File: src/rtl/mem_stage.sv
// MIPS memory-access stage: issues loads/stores over a req/ack data port, steers byte
// lanes, extends load data and registers the result into the writeback pipeline registers.
module mem_stage #(
    parameter int TIMEOUT    = 16,
    parameter bit BIG_ENDIAN = 1'b0
) (
    input  logic        CLK,
    input  logic        RESET,
    input  logic [31:0] aluResult1_PR,
    input  logic [31:0] readDataB1_PR,
    input  logic [31:0] Instr1_PR,
    input  logic [4:0]  writeRegister1_PR,
    input  logic        do_writeback1_PR,
    input  logic        MemRead1_PR,
    input  logic        MemWrite1_PR,
    input  logic        MemtoReg1_PR,
    output logic [31:0] Data1_MEM,
    output logic [4:0]  writeRegister1_MEM,
    output logic        do_writeback1_MEM,
    output logic        STALL,
    output logic        dmem_req,
    output logic        dmem_we,
    output logic [31:0] dmem_addr,
    output logic [3:0]  dmem_be,
    output logic [31:0] dmem_wdata,
    input  logic        dmem_ack,
    input  logic [31:0] dmem_rdata,
    output logic [31:0] Data1_WB,
    output logic [4:0]  writeRegister1_WB,
    output logic        do_writeback1_WB,
    output logic        exc_align,
    output logic        exc_bus
);

    localparam int CW = $clog2(TIMEOUT);
    localparam logic [CW-1:0] CNT_LAST = CW'(TIMEOUT - 1);

    typedef enum logic {S_IDLE = 1'b0, S_WAIT = 1'b1} state_t;
    typedef enum logic [1:0] {SZ_BYTE = 2'd0, SZ_HALF = 2'd1, SZ_WORD = 2'd2} size_t;

    state_t      state_q, state_d;
    logic [CW-1:0] cnt_q, cnt_d;
    logic        req_q, req_d, we_q, we_d;
    logic [31:0] addr_q, addr_d, wdata_q, wdata_d;
    logic [3:0]  be_q, be_d;
    logic [31:0] data_wb_q, data_wb_d;
    logic [4:0]  wr_wb_q, wr_wb_d;
    logic        wb_wb_q, wb_wb_d;
    logic        exc_align_q, exc_align_d, exc_bus_q, exc_bus_d;

    // Access context captured at issue so the completion does not depend on upstream holding.
    size_t       size_q, size_d;
    logic        sign_q, sign_d;
    logic [1:0]  blane_q, blane_d;
    logic        hlane_q, hlane_d;
    logic        store_q, store_d, m2r_q, m2r_d, wb_l_q, wb_l_d;
    logic [31:0] alu_q, alu_d;
    logic [4:0]  wr_l_q, wr_l_d;

    logic [5:0]  opcode;
    size_t       size_dec;
    logic        sign_dec, memop, misaligned;
    logic [1:0]  byte_lane;
    logic        half_lane;
    logic [3:0]  be_dec;
    logic [31:0] wdata_dec;
    logic [7:0]  load_byte;
    logic [15:0] load_half;
    logic [31:0] load_val;
    logic        unused_instr;

    assign unused_instr       = ^Instr1_PR[25:0];
    assign Data1_MEM          = aluResult1_PR;
    assign writeRegister1_MEM = writeRegister1_PR;
    assign do_writeback1_MEM  = do_writeback1_PR & ~MemRead1_PR;

    always_comb begin
        opcode   = Instr1_PR[31:26];
        size_dec = SZ_WORD;
        sign_dec = 1'b0;
        case (opcode)
            6'h20: begin size_dec = SZ_BYTE; sign_dec = 1'b1; end
            6'h24, 6'h28: size_dec = SZ_BYTE;
            6'h21: begin size_dec = SZ_HALF; sign_dec = 1'b1; end
            6'h25, 6'h29: size_dec = SZ_HALF;
            default: size_dec = SZ_WORD;
        endcase
        memop      = MemRead1_PR | MemWrite1_PR;
        misaligned = ((size_dec == SZ_HALF) && aluResult1_PR[0]) ||
                     ((size_dec == SZ_WORD) && (aluResult1_PR[1:0] != 2'b00));
        byte_lane  = BIG_ENDIAN ? (2'd3 - aluResult1_PR[1:0]) : aluResult1_PR[1:0];
        half_lane  = aluResult1_PR[1] ^ BIG_ENDIAN;
        case (size_dec)
            SZ_BYTE: begin
                be_dec    = 4'b0001 << byte_lane;
                wdata_dec = {4{readDataB1_PR[7:0]}};
            end
            SZ_HALF: begin
                be_dec    = half_lane ? 4'b1100 : 4'b0011;
                wdata_dec = {2{readDataB1_PR[15:0]}};
            end
            default: begin
                be_dec    = 4'b1111;
                wdata_dec = readDataB1_PR;
            end
        endcase
    end

    always_comb begin
        load_byte = dmem_rdata[{blane_q, 3'b000} +: 8];
        load_half = hlane_q ? dmem_rdata[31:16] : dmem_rdata[15:0];
        case (size_q)
            SZ_BYTE: load_val = {{24{sign_q & load_byte[7]}}, load_byte};
            SZ_HALF: load_val = {{16{sign_q & load_half[15]}}, load_half};
            default: load_val = dmem_rdata;
        endcase
    end

    always_comb begin
        state_d     = state_q;
        cnt_d       = cnt_q;
        req_d       = req_q;
        we_d        = we_q;
        addr_d      = addr_q;
        be_d        = be_q;
        wdata_d     = wdata_q;
        data_wb_d   = data_wb_q;
        wr_wb_d     = wr_wb_q;
        wb_wb_d     = wb_wb_q;
        exc_align_d = 1'b0;
        exc_bus_d   = 1'b0;
        size_d      = size_q;
        sign_d      = sign_q;
        blane_d     = blane_q;
        hlane_d     = hlane_q;
        store_d     = store_q;
        m2r_d       = m2r_q;
        wb_l_d      = wb_l_q;
        alu_d       = alu_q;
        wr_l_d      = wr_l_q;
        STALL       = 1'b0;
        case (state_q)
            S_IDLE: begin
                cnt_d = '0;
                if (!memop) begin
                    data_wb_d = aluResult1_PR;
                    wr_wb_d   = writeRegister1_PR;
                    wb_wb_d   = do_writeback1_PR;
                end else if (misaligned) begin
                    data_wb_d   = aluResult1_PR;
                    wr_wb_d     = writeRegister1_PR;
                    wb_wb_d     = 1'b0;
                    exc_align_d = 1'b1;
                end else begin
                    STALL   = 1'b1;
                    state_d = S_WAIT;
                    req_d   = 1'b1;
                    we_d    = MemWrite1_PR;
                    addr_d  = {aluResult1_PR[31:2], 2'b00};
                    be_d    = be_dec;
                    wdata_d = wdata_dec;
                    wb_wb_d = 1'b0;
                    size_d  = size_dec;
                    sign_d  = sign_dec;
                    blane_d = byte_lane;
                    hlane_d = half_lane;
                    store_d = MemWrite1_PR;
                    m2r_d   = MemtoReg1_PR;
                    wb_l_d  = do_writeback1_PR;
                    alu_d   = aluResult1_PR;
                    wr_l_d  = writeRegister1_PR;
                end
            end
            default: begin
                if (dmem_ack) begin
                    state_d   = S_IDLE;
                    req_d     = 1'b0;
                    cnt_d     = '0;
                    wr_wb_d   = wr_l_q;
                    data_wb_d = (!store_q && m2r_q) ? load_val : alu_q;
                    wb_wb_d   = store_q ? 1'b0 : wb_l_q;
                end else if (cnt_q == CNT_LAST) begin
                    state_d   = S_IDLE;
                    req_d     = 1'b0;
                    cnt_d     = '0;
                    wb_wb_d   = 1'b0;
                    exc_bus_d = 1'b1;
                end else begin
                    STALL = 1'b1;
                    cnt_d = cnt_q + 1'b1;
                end
            end
        endcase
    end

    always_ff @(posedge CLK) begin
        if (RESET) begin
            state_q     <= S_IDLE;
            cnt_q       <= '0;
            req_q       <= 1'b0;
            we_q        <= 1'b0;
            addr_q      <= '0;
            be_q        <= '0;
            wdata_q     <= '0;
            data_wb_q   <= '0;
            wr_wb_q     <= '0;
            wb_wb_q     <= 1'b0;
            exc_align_q <= 1'b0;
            exc_bus_q   <= 1'b0;
            size_q      <= SZ_BYTE;
            sign_q      <= 1'b0;
            blane_q     <= '0;
            hlane_q     <= 1'b0;
            store_q     <= 1'b0;
            m2r_q       <= 1'b0;
            wb_l_q      <= 1'b0;
            alu_q       <= '0;
            wr_l_q      <= '0;
        end else begin
            state_q     <= state_d;
            cnt_q       <= cnt_d;
            req_q       <= req_d;
            we_q        <= we_d;
            addr_q      <= addr_d;
            be_q        <= be_d;
            wdata_q     <= wdata_d;
            data_wb_q   <= data_wb_d;
            wr_wb_q     <= wr_wb_d;
            wb_wb_q     <= wb_wb_d;
            exc_align_q <= exc_align_d;
            exc_bus_q   <= exc_bus_d;
            size_q      <= size_d;
            sign_q      <= sign_d;
            blane_q     <= blane_d;
            hlane_q     <= hlane_d;
            store_q     <= store_d;
            m2r_q       <= m2r_d;
            wb_l_q      <= wb_l_d;
            alu_q       <= alu_d;
            wr_l_q      <= wr_l_d;
        end
    end

    assign dmem_req          = req_q;
    assign dmem_we           = we_q;
    assign dmem_addr         = addr_q;
    assign dmem_be           = be_q;
    assign dmem_wdata        = wdata_q;
    assign Data1_WB          = data_wb_q;
    assign writeRegister1_WB = wr_wb_q;
    assign do_writeback1_WB  = wb_wb_q;
    assign exc_align         = exc_align_q;
    assign exc_bus           = exc_bus_q;

endmodule

File: config.mk
export PLATFORM = sky130hd
export DESIGN_NAME = mem_stage
export DESIGN_NICKNAME = d
export VERILOG_FILES = /design/src/rtl/mem_stage.sv
export SDC_FILE = /design/constraint.sdc
export NUM_CORES = 1
export LEC_CHECK = 0
export ABC_AREA = 1
export BUFFER_PORTS_ARGS = -buffer_cell sky130_fd_sc_hd__buf_2
export CAP_MARGIN = 20
export CORE_MARGIN = 3
export CORE_UTILIZATION = 46
export CTS_BUF_LIST = sky130_fd_sc_hd__clkbuf_16
export DETAILED_ROUTE_END_ITERATION = 6
export PLACE_DENSITY = 0.87
export SETUP_SLACK_MARGIN = 0.02
export SLEW_MARGIN = 20
export SYNTH_ARGS = -nofsm -noshare
export SYNTH_HDL_FRONTEND = slang
export SYNTH_SLANG_ARGS = --single-unit
File: constraint.sdc
create_clock -name CLK -period 2.55 [get_ports CLK]
set_input_delay 0.765 -clock CLK [delete_from_list [all_inputs] [get_ports CLK]]
set_output_delay 0.765 -clock CLK [all_outputs]
set_load 0.1 [all_outputs]
==> impl_metrics.csv, run 1 <==
group,metric,value,unit
status,status,"completed",
setup_path,arrival,1650,ps
yosys,seq_area_frac_synth,37.8,%
clocking,clk_pin_slew,50,ps
sta,tightest_slew,751,ps
clocking,clockBufferDepth,2,
clocking,cts_buffers,17,
clocking,clock-sinks,125,
place,preCtsSetupSlack,99.6,ps
grt,grtUsageMet3,6.49,%
setup_path,r2r_start,"alu_q[1]",
flow_run,cap_violations,0,
sta,relSlewSlack,49.4,%
clocking,cts_tree,"done",
grt,grt_pass1_wl,32.6,mm
floorplanning,ioPinCount,289,
yosys,yosysWarnings,0,
setup_path,start_kind,"input port",
sta,fin_skew,6.14,ps
drt,routed_wl,20.8,mm
yosys,synth_edf_count,0,
sta,clock.fmax,0.414,GHz
clocking,htreeDepth,4,
power,pwr-share-comb,31.6,%
sta,final.setup.worst_slack,136,ps
layout,multiInputGateArea,3050,sq um
sta,period_share,94.7,%
power,p_seq_share,31.2,%
yosys,synth_area,6620,sq um
min_path,worstHoldStart,"cnt_q[0]",
clocking,cts_root_buf,"clkbuf_16",
yosys,yosysMostFrequentCell,"nand2_1",
floorplanning,dieArea,15900,sq um
place,portBuffers,260,
clocking,clk_latency,410,ps
floorplanning,die_w,126,um
yosys,ys.flop_type,"dfxtp_1",
drt,dr.pass1.iters,6,
sta,fin_crit,2410,ps
setup_path,critical_path_class,"input port to primary output",
floorplanning,core,14000,sq um
clocking,cts_setup_buffers,0,
yosys,synth_top_area_share,37.8,%
layout,antenna_cells,0,
sta,hold_viol,0,
sta,maxSlewViolCount,0,
yosys,syn-mean-instance-area,6.69,sq um
power,intPower,4.22,mW
drt,vias,7121,
clocking,hold_buffers,0,
power,ir_worst_vdd,0.409,mV
grt,antenna_found_initial,0,
grt,first_global_vias,6482,
yosys,yosys.area.top_type,"dfxtp_1",
sta,setup_viol,0,
sta,rsz0062_at_grt,"false",
power,p_leak,4.11,nW
floorplanning,start_util,47.3,%
yosys,syn_inst,989,
yosys,async_reset_ff_share,0,%
clocking,cts_resized,0,
drt,via_per_inst,5.27,
yosys,synth_area_leaders,"dfxtp_1 38%, nand2_1 14%, a21oi_1 13%, buf_4 7.9%, o21ai_0 7.3%",
power,power,7.00,mW
power,power.switching,2.78,mW
yosys,ys_seq_elements,125,
power,powerDensity,854,nW/um^2
grt,grt_util_met2,43.0,%
grt,grt-ovfl-total,0,
floorplanning,placementRows,43,
setup_path,startpoint,"Instr1_PR[27]",
grt,grt_max_degree,93,
min_path,hold_class,"flip-flop to flip-flop",
layout,layout.nets,1299,
yosys,yosysUniqueCellTypes,33,
layout,layout-drive-gt1-share,28.7,%
setup_path,worst-path-max-fanout,3,
place,dp_hpwl,15.0,mm
setup_path,cp.required,1790,ps
layout,seqCellArea,2500,sq um
place,gp_congestion,0.914,
layout,nFillCells,1295,
yosys,synth.top_cells.by_count,"249 x nand2_1, 167 x a21oi_1, 125 x dfxtp_1, 96 x o21ai_0, 75 x nor2_1",
grt,grtUsageMet1,29.9,%
power,p_sw_share,39.7,%
floorplanning,die_h,126,um
grt,grt.busiest_layer,"met2",
drt,route.detailed.drc,0,
drt,drtAntennaViolNets,0,
setup_path,critPathCaptureType,"primary output",
drt,drt_iter0_markers,692,
layout,synthToLayoutAreaGrowth,23.9,%
grt,grtUsageTotal,25.5,%
power,clkPwrFrac,37.1,%
layout,final_util,58.6,%
sta,setup_tns,0,ps
drt,wl_per_cell,15.4,um
[power by group through the flow]
stage | combinational, mW | clock [mW] | sequential [mW]
final | 2.21 | 2.60 | 2.19
after global routing | 2.33 | 2.74 | 2.20
after CTS | 2.21 | 2.64 | 2.18
after detailed placement | 2.21 | 0 | 2.22
after global placement | 2.19 | 0 | 2.22
after floorplan | 1.12 | 0 | 2.95
[per-stage QoR]
step,hold WS (ps),area [sq um],std cells
2_1_floorplan,418,6620,990
3_3_place_gp,429,7570,1319
3_5_place_dp,439,7570,1319
4_1_cts,450,8190,1351
5_1_grt,469,8190,1351
6_report,445,8190,1351
[placed cells by master (no fill, tap or decap), drive strengths merged, types with 3 or more instances in the layout]
cell type,Yosys,final
o21ai,107,107
clkbuf,34,17
nand3,26,26
bufinv,0,5
a21oi,167,167
nand4,3,3
inv,68,68
nand2,256,256
dfxtp,125,125
buf,97,280
a31oi,11,11
nor2,78,78
clkinv,0,9
or2,7,7
[per-layer routing]
layer	wire [um]	part of all wire, %
met5	0	0
met4	809	3.9
met3	2160	10
met2	9910	48
met1	7930	38
[worst max-delay path, cell delays in order]
cell	delay, ps
buf_2	110
nor2_1	190
nand3_4	120
nand2_2	110
nand3_4	90
nand2_2	90
buf_12	170
[final cells by class]
| type | instances | share of cell area [%] |
|---|---|---|
| Clock buffer | 17 | 5.19 |
| Clock inverter | 15 | 2.46 |
| Inverter | 68 | 3.11 |
| Multi-Input combinational cell | 666 | 37.3 |
| Sequential cell | 125 | 30.5 |
| Tap cell | 180 | 2.75 |
| Timing Repair Buffer | 280 | 18.7 |
[path summary, 6_finish.rpt]
check,to,slack (ps),cells past startpoint
hold / removal,cnt_q[0],450,1
hold reg to reg,cnt_q[0],450,1
setup reg to reg,Data1_WB[26],410,7
setup / recovery,STALL,140,7
[cell families after synthesis]
family | count (synthesis) | synth area share [%]
buffers and inverters | 199 | 16.3
other | 1 | 0.0567
DFF | 125 | 37.8
xor gates and xnor gates | 2 | 0.265
adders and majority gates | 1 | 0.189
AOI/OAI and AO/OA | 288 | 22.2
and+or+nand+nor | 373 | 23.2
[flip-flops by register name (all words and copies together), names as in the netlist, 2 cells and up]
register	count
Data1_WB	32
alu_q	31
cnt_q	4
dmem_be	4
dmem_wdata	32
size_q	2
wr_l_q	5
writeRegister1_WB	5
No activity file was read; power rests on OpenSTA's default activity.
==> run 2, diff against run 1 <==
- SETUP_SLACK_MARGIN: 0.02 -> 0.5
==> impl_metrics.csv, run 2 (synthesis gave the netlist of run 1 again) <==
group,metric,value,unit
power,p_leak,4.19,nW
floorplanning,ioPinCount,289,
sta,hold_viol,0,
floorplanning,placementRows,43,
drt,dr.pass1.iters,6,
setup_path,cp.required,1790,ps
floorplanning,die_w,126,um
sta,rsz0062_at_grt,"true",
layout,layout_commonest_cell,"nand2_1",
grt,grt-ovfl-total,0,
layout,final_util,60.3,%
status,status,"completed",
min_path,hold_class,"flip-flop to flip-flop",
sta,fin_skew,10.1,ps
setup_path,worst-path-max-fanout,3,
place,gp_congestion,0.937,
setup_path,start_kind,"input port",
drt,drt_iter0_markers,712,
sta,setup_tns,0,ps
floorplanning,core,14000,sq um
grt,grt_max_degree,62,
clocking,cts_root_buf,"clkbuf_16",
power,powerDensity,821,nW/um^2
floorplanning,start_util,47.3,%
grt,antenna_found_initial,0,
flow_run,cap_violations,0,
layout,antenna_cells,0,
clocking,clockBufferDepth,2,
drt,wl_per_cell,16.1,um
clocking,clk_latency,420,ps
grt,grtUsageMet3,6.06,%
sta,clock.fmax,0.424,GHz
drt,routed_wl,21.8,mm
setup_path,critical_path_class,"input port to primary output",
place,dp_hpwl,15.5,mm
layout,final_cell_mix,"246 x nand2_1, 219 x buf_2, 166 x a21oi_1",
sta,tightest_slew,723,ps
power,ir_worst_vdd,0.411,mV
clocking,htreeDepth,4,
grt,grtUsageMet1,30.4,%
grt,grt_util_met2,44.4,%
clocking,cts_tree,"done",
drt,route.detailed.drc,0,
place,portBuffers,260,
sta,setup_viol,0,
setup_path,critPathCaptureType,"primary output",
clocking,clk_pin_slew,50,ps
layout,synthToLayoutAreaGrowth,27.6,%
layout,layout-drive-gt1-share,30.3,%
grt,grt.busiest_layer,"met2",
floorplanning,dieArea,15900,sq um
layout,layout.nets,1309,
sta,fin_crit,2360,ps
sta,maxSlewViolCount,0,
clocking,cts_buffers,17,
drt,vias,7344,
layout,nFillCells,1284,
sta,period_share,92.4,%
grt,grtUsageTotal,26.5,%
drt,via_per_inst,5.40,
floorplanning,die_h,126,um
sta,relSlewSlack,51.8,%
grt,grt_pass1_wl,33.7,mm
drt,drtAntennaViolNets,0,
grt,first_global_vias,6768,
clocking,clock-sinks,125,
setup_path,arrival,1590,ps
## run 2: changes by cell type in the layout (fill, tap and decap cells not counted), sizes merged
| cell | before | now |
|---|---|---|
| inv | 68 | 70 |
| bufinv | 5 | 3 |
| clkinvlp | 1 | 3 |
| clkinv | 9 | 6 |
| clkbuf | 17 | 26 |
| buf | 280 | 281 |
## run 2: path summary, 6_finish.rpt
kind / startpoint / endpoint / slack [ps] / cells past startpoint
setup / recovery: Instr1_PR[30] / STALL / 190 / 7
hold / removal: m2r_q / m2r_q / 450 / 2
setup reg to reg: store_q / Data1_WB[16] / 600 / 7
hold reg to reg: m2r_q / m2r_q / 450 / 2
## run 2: cell type report
type,instances,area (sq um),share of cell area (%)
Sequential cell,125,2500,29.7
Multi-Input combinational cell,666,3110,36.9
Clock buffer,17,425,5.04
Inverter,68,268,3.17
Tap cell,180,225,2.67
Clock inverter,14,170,2.02
Timing Repair Buffer,290,1730,20.5
## run 2: worst max-delay path, stage by stage
cell,delay [ps]
buf_6,90
nor2_4,160
nand3_4,120
nand2_4,80
nand3_4,110
nand2_8,80
buf_12,170
## run 2: power by group
group	switching [mW]	total (mW)	internal, mW
registers	0.0834	2.19	2.11
clock network	0.923	2.46	1.53
logic	1.84	2.28	0.444
total	2.85	6.93	4.08
## run 2: routing by layer
metal  wire, um  part of all wire, %  up-vias
li1           -                    -     3507
met1       8090                   37     3267
met2      10400                   48      482
met3       2210                   10       88
met4       1110                  5.1        0
met5          0                    0        -
## run 2: repair_timing
item,in CTS,in global routing
pin swaps,5,1
gates resized for setup,41,21
gates cloned,0,1
endpoints found under the hold margin,0,0
hold buffers,0,0
buffers inserted,2,1
setup endpoints to repair,31,38
## run 2: through the flow
| stage | setup WS [ps] | cell area [sq um] | std cells | power, mW | hold slack [ps] |
|---|---|---|---|---|---|
| floorplan | 65.4 | 6680 | 990 | 4.08 | 418 |
| global placement | 85.4 | 7620 | 1325 | 4.42 | 430 |
| detailed placement | 59.6 | 7620 | 1325 | 4.45 | 442 |
| CTS | 172 | 8350 | 1358 | 6.94 | 451 |
| global route | 133 | 8440 | 1360 | 7.20 | 484 |
| finish | 193 | 8440 | 1360 | 6.93 | 451 |
==> run 3, diff against run 2 <==
- PLACE_DENSITY: 0.87 -> 0.86
- clock period: 2.55 -> 2.3 ns (I/O delays scaled with it)
==> impl_metrics.csv, run 3 (synthesis gave the netlist of run 1 again) <==
group,metric,value,unit
place,dp_hpwl,15.6,mm
setup_path,worst-path-max-fanout,3,
power,intPower,4.53,mW
grt,grt_max_degree,67,
clocking,clk_pin_slew,50,ps
min_path,worstHoldStart,"m2r_q",
power,p_seq_share,31.1,%
setup_path,reg2reg_depth,8,
sta,hold_viol,0,
power,powerDensity,835,nW/um^2
power,p_sw_share,42.4,%
place,dp.cells,1326,
setup_path,r2r_start,"state_q",
floorplanning,start_util,47.3,%
flow_run,cap_violations,0,
sta,rsz0062_at_grt,"true",
layout,final_cell_mix,"222 x nand2_1, 152 x a21oi_1, 147 x buf_4",
layout,synthToLayoutAreaGrowth,42.3,%
layout,layout_commonest_cell,"nand2_1",
drt,via_per_inst,5.52,
drt,wl_per_cell,17.7,um
sta,fin_crit,2290,ps
place,preCtsSetupSlack,-51.6,ps
floorplanning,die_h,126,um
floorplanning,ioPinCount,289,
grt,grtUsageTotal,27.4,%
min_path,holdPathStages,2,
setup_path,timing.rr.end,"dmem_wdata[17]",
clocking,cts_root_buf,"clkbuf_16",
setup_path,startpoint,"Instr1_PR[27]",
place,gp_congestion,0.933,
layout,nFillCells,1078,
grt,antenna_found_initial,1,
sta,holdWs,450,ps
grt,grt-ovfl-total,0,
clocking,cts_tree,"done",
floorplanning,dieArea,15900,sq um
sta,period_share,99.5,%
setup_path,r2r_slack,580,ps
sta,relSlewSlack,54.2,%
setup_path,critical_path_class,"input port to primary output",
setup_path,start_kind,"input port",
grt,first_global_vias,6859,
clocking,clockBufferDepth,2,
clocking,htreeDepth,4,
drt,drtAntennaViolNets,0,
floorplanning,placementRows,43,
drt,vias,7660,
min_path,hold_class,"flip-flop to flip-flop",
power,pwr-share-comb,35.8,%
clocking,clk_latency,420,ps
sta,clock.fmax,0.437,GHz
floorplanning,die_w,126,um
place,placed_cell_area,7760,sq um
layout,antenna_cells,0,
sta,setup_tns,0,ps
status,status,"completed",
layout,layout.nets,1335,
clocking,cts_buffers,17,
layout,final_util,67.3,%
setup_path,arrival,1600,ps
drt,drt_iter0_markers,737,
sta,tightest_slew,687,ps
sta,maxSlewViolCount,0,
drt,dr.pass1.iters,5,
place,portBuffers,260,
layout,layout.cells.non_filler,1387,
power,p_leak,4.49,nW
drt,routed_wl,24.5,mm
min_path,holdPathEnd,"m2r_q",
sta,fin_skew,10.3,ps
grt,grt_pass1_wl,35.0,mm
sta,setup_viol,0,
clocking,clock-sinks,125,
floorplanning,core,14000,sq um
setup_path,cp.required,1610,ps
power,clkPwrFrac,33.0,%
power,ir_worst_vdd,0.584,mV
layout,layout-drive-gt1-share,36.5,%
drt,route.detailed.drc,0,
power,power,7.86,mW
power,power.switching,3.34,mW
setup_path,critPathCaptureType,"primary output",
sta,final.setup.worst_slack,10.6,ps
layout,design_area,9420,sq um
run 3: changes by cell type in the layout (fill, tap and decap cells not counted), sizes merged:
cell      change
nor2          +1
bufinv        -2
buf          +29
inv           +2
clkbuf        -5
clkinvlp      +1
nand2         +1
run 3: critical path, stage by stage:
cell     delay (ps)
buf_2           130
nor2_2          200
nand3_4         110
nand2_4         100
nand3_4         110
nand2_8          80
buf_12          170
run 3: how the worst max path moves through the flow:
stage / endpoint / slack (ps) / cells after the start
final: STALL / 10 / 7
after global routing: dmem_wdata[21] / -70 / 18
after CTS: STALL / 90 / 7
after detailed placement: STALL / -50 / 6
after global placement: STALL / -30 / 6
after floorplan: STALL / -30 / 8
run 3: what timing repair did:
| action | CTS | global route |
|---|---|---|
| pin swaps | 7 | 26 |
| gates resized for setup | 162 | 121 |
| hold buffers | 0 | 0 |
| buffers inserted | 4 | 17 |
| cloned | 0 | 8 |
| endpoints found under the setup margin | 173 | 86 |
run 3: per-layer routing:
layer | GRT usage (%) | vias to the layer above | part of all wire, %
met5 | 0 | - | 0.033
met4 | 12.1 | 2 | 3.8
met3 | 6.96 | 85 | 9.9
met2 | 48.3 | 498 | 50
met1 | 31.1 | 3512 | 36
li1 | - | 3563 | -
run 3: cell type report:
class                           instances  area, sq um  area share [%]
Clock inverter                         15          143            1.51
Inverter                               68          280            2.98
Clock buffer                           17          425            4.52
Sequential cell                       125         2510            26.7
Timing Repair Buffer                  314         2470            26.2
Tap cell                              180          225            2.39
Multi-Input combinational cell        668         3360            35.7
run 3: power by group through the flow:
stage	Combinational [mW]	Sequential, mW	Clock [mW]
detailed placement	2.50	2.47	0
floorplan	1.27	3.27	0
finish	2.82	2.45	2.60
global placement	2.48	2.47	0
global route	2.94	2.47	2.71
CTS	2.63	2.44	2.61
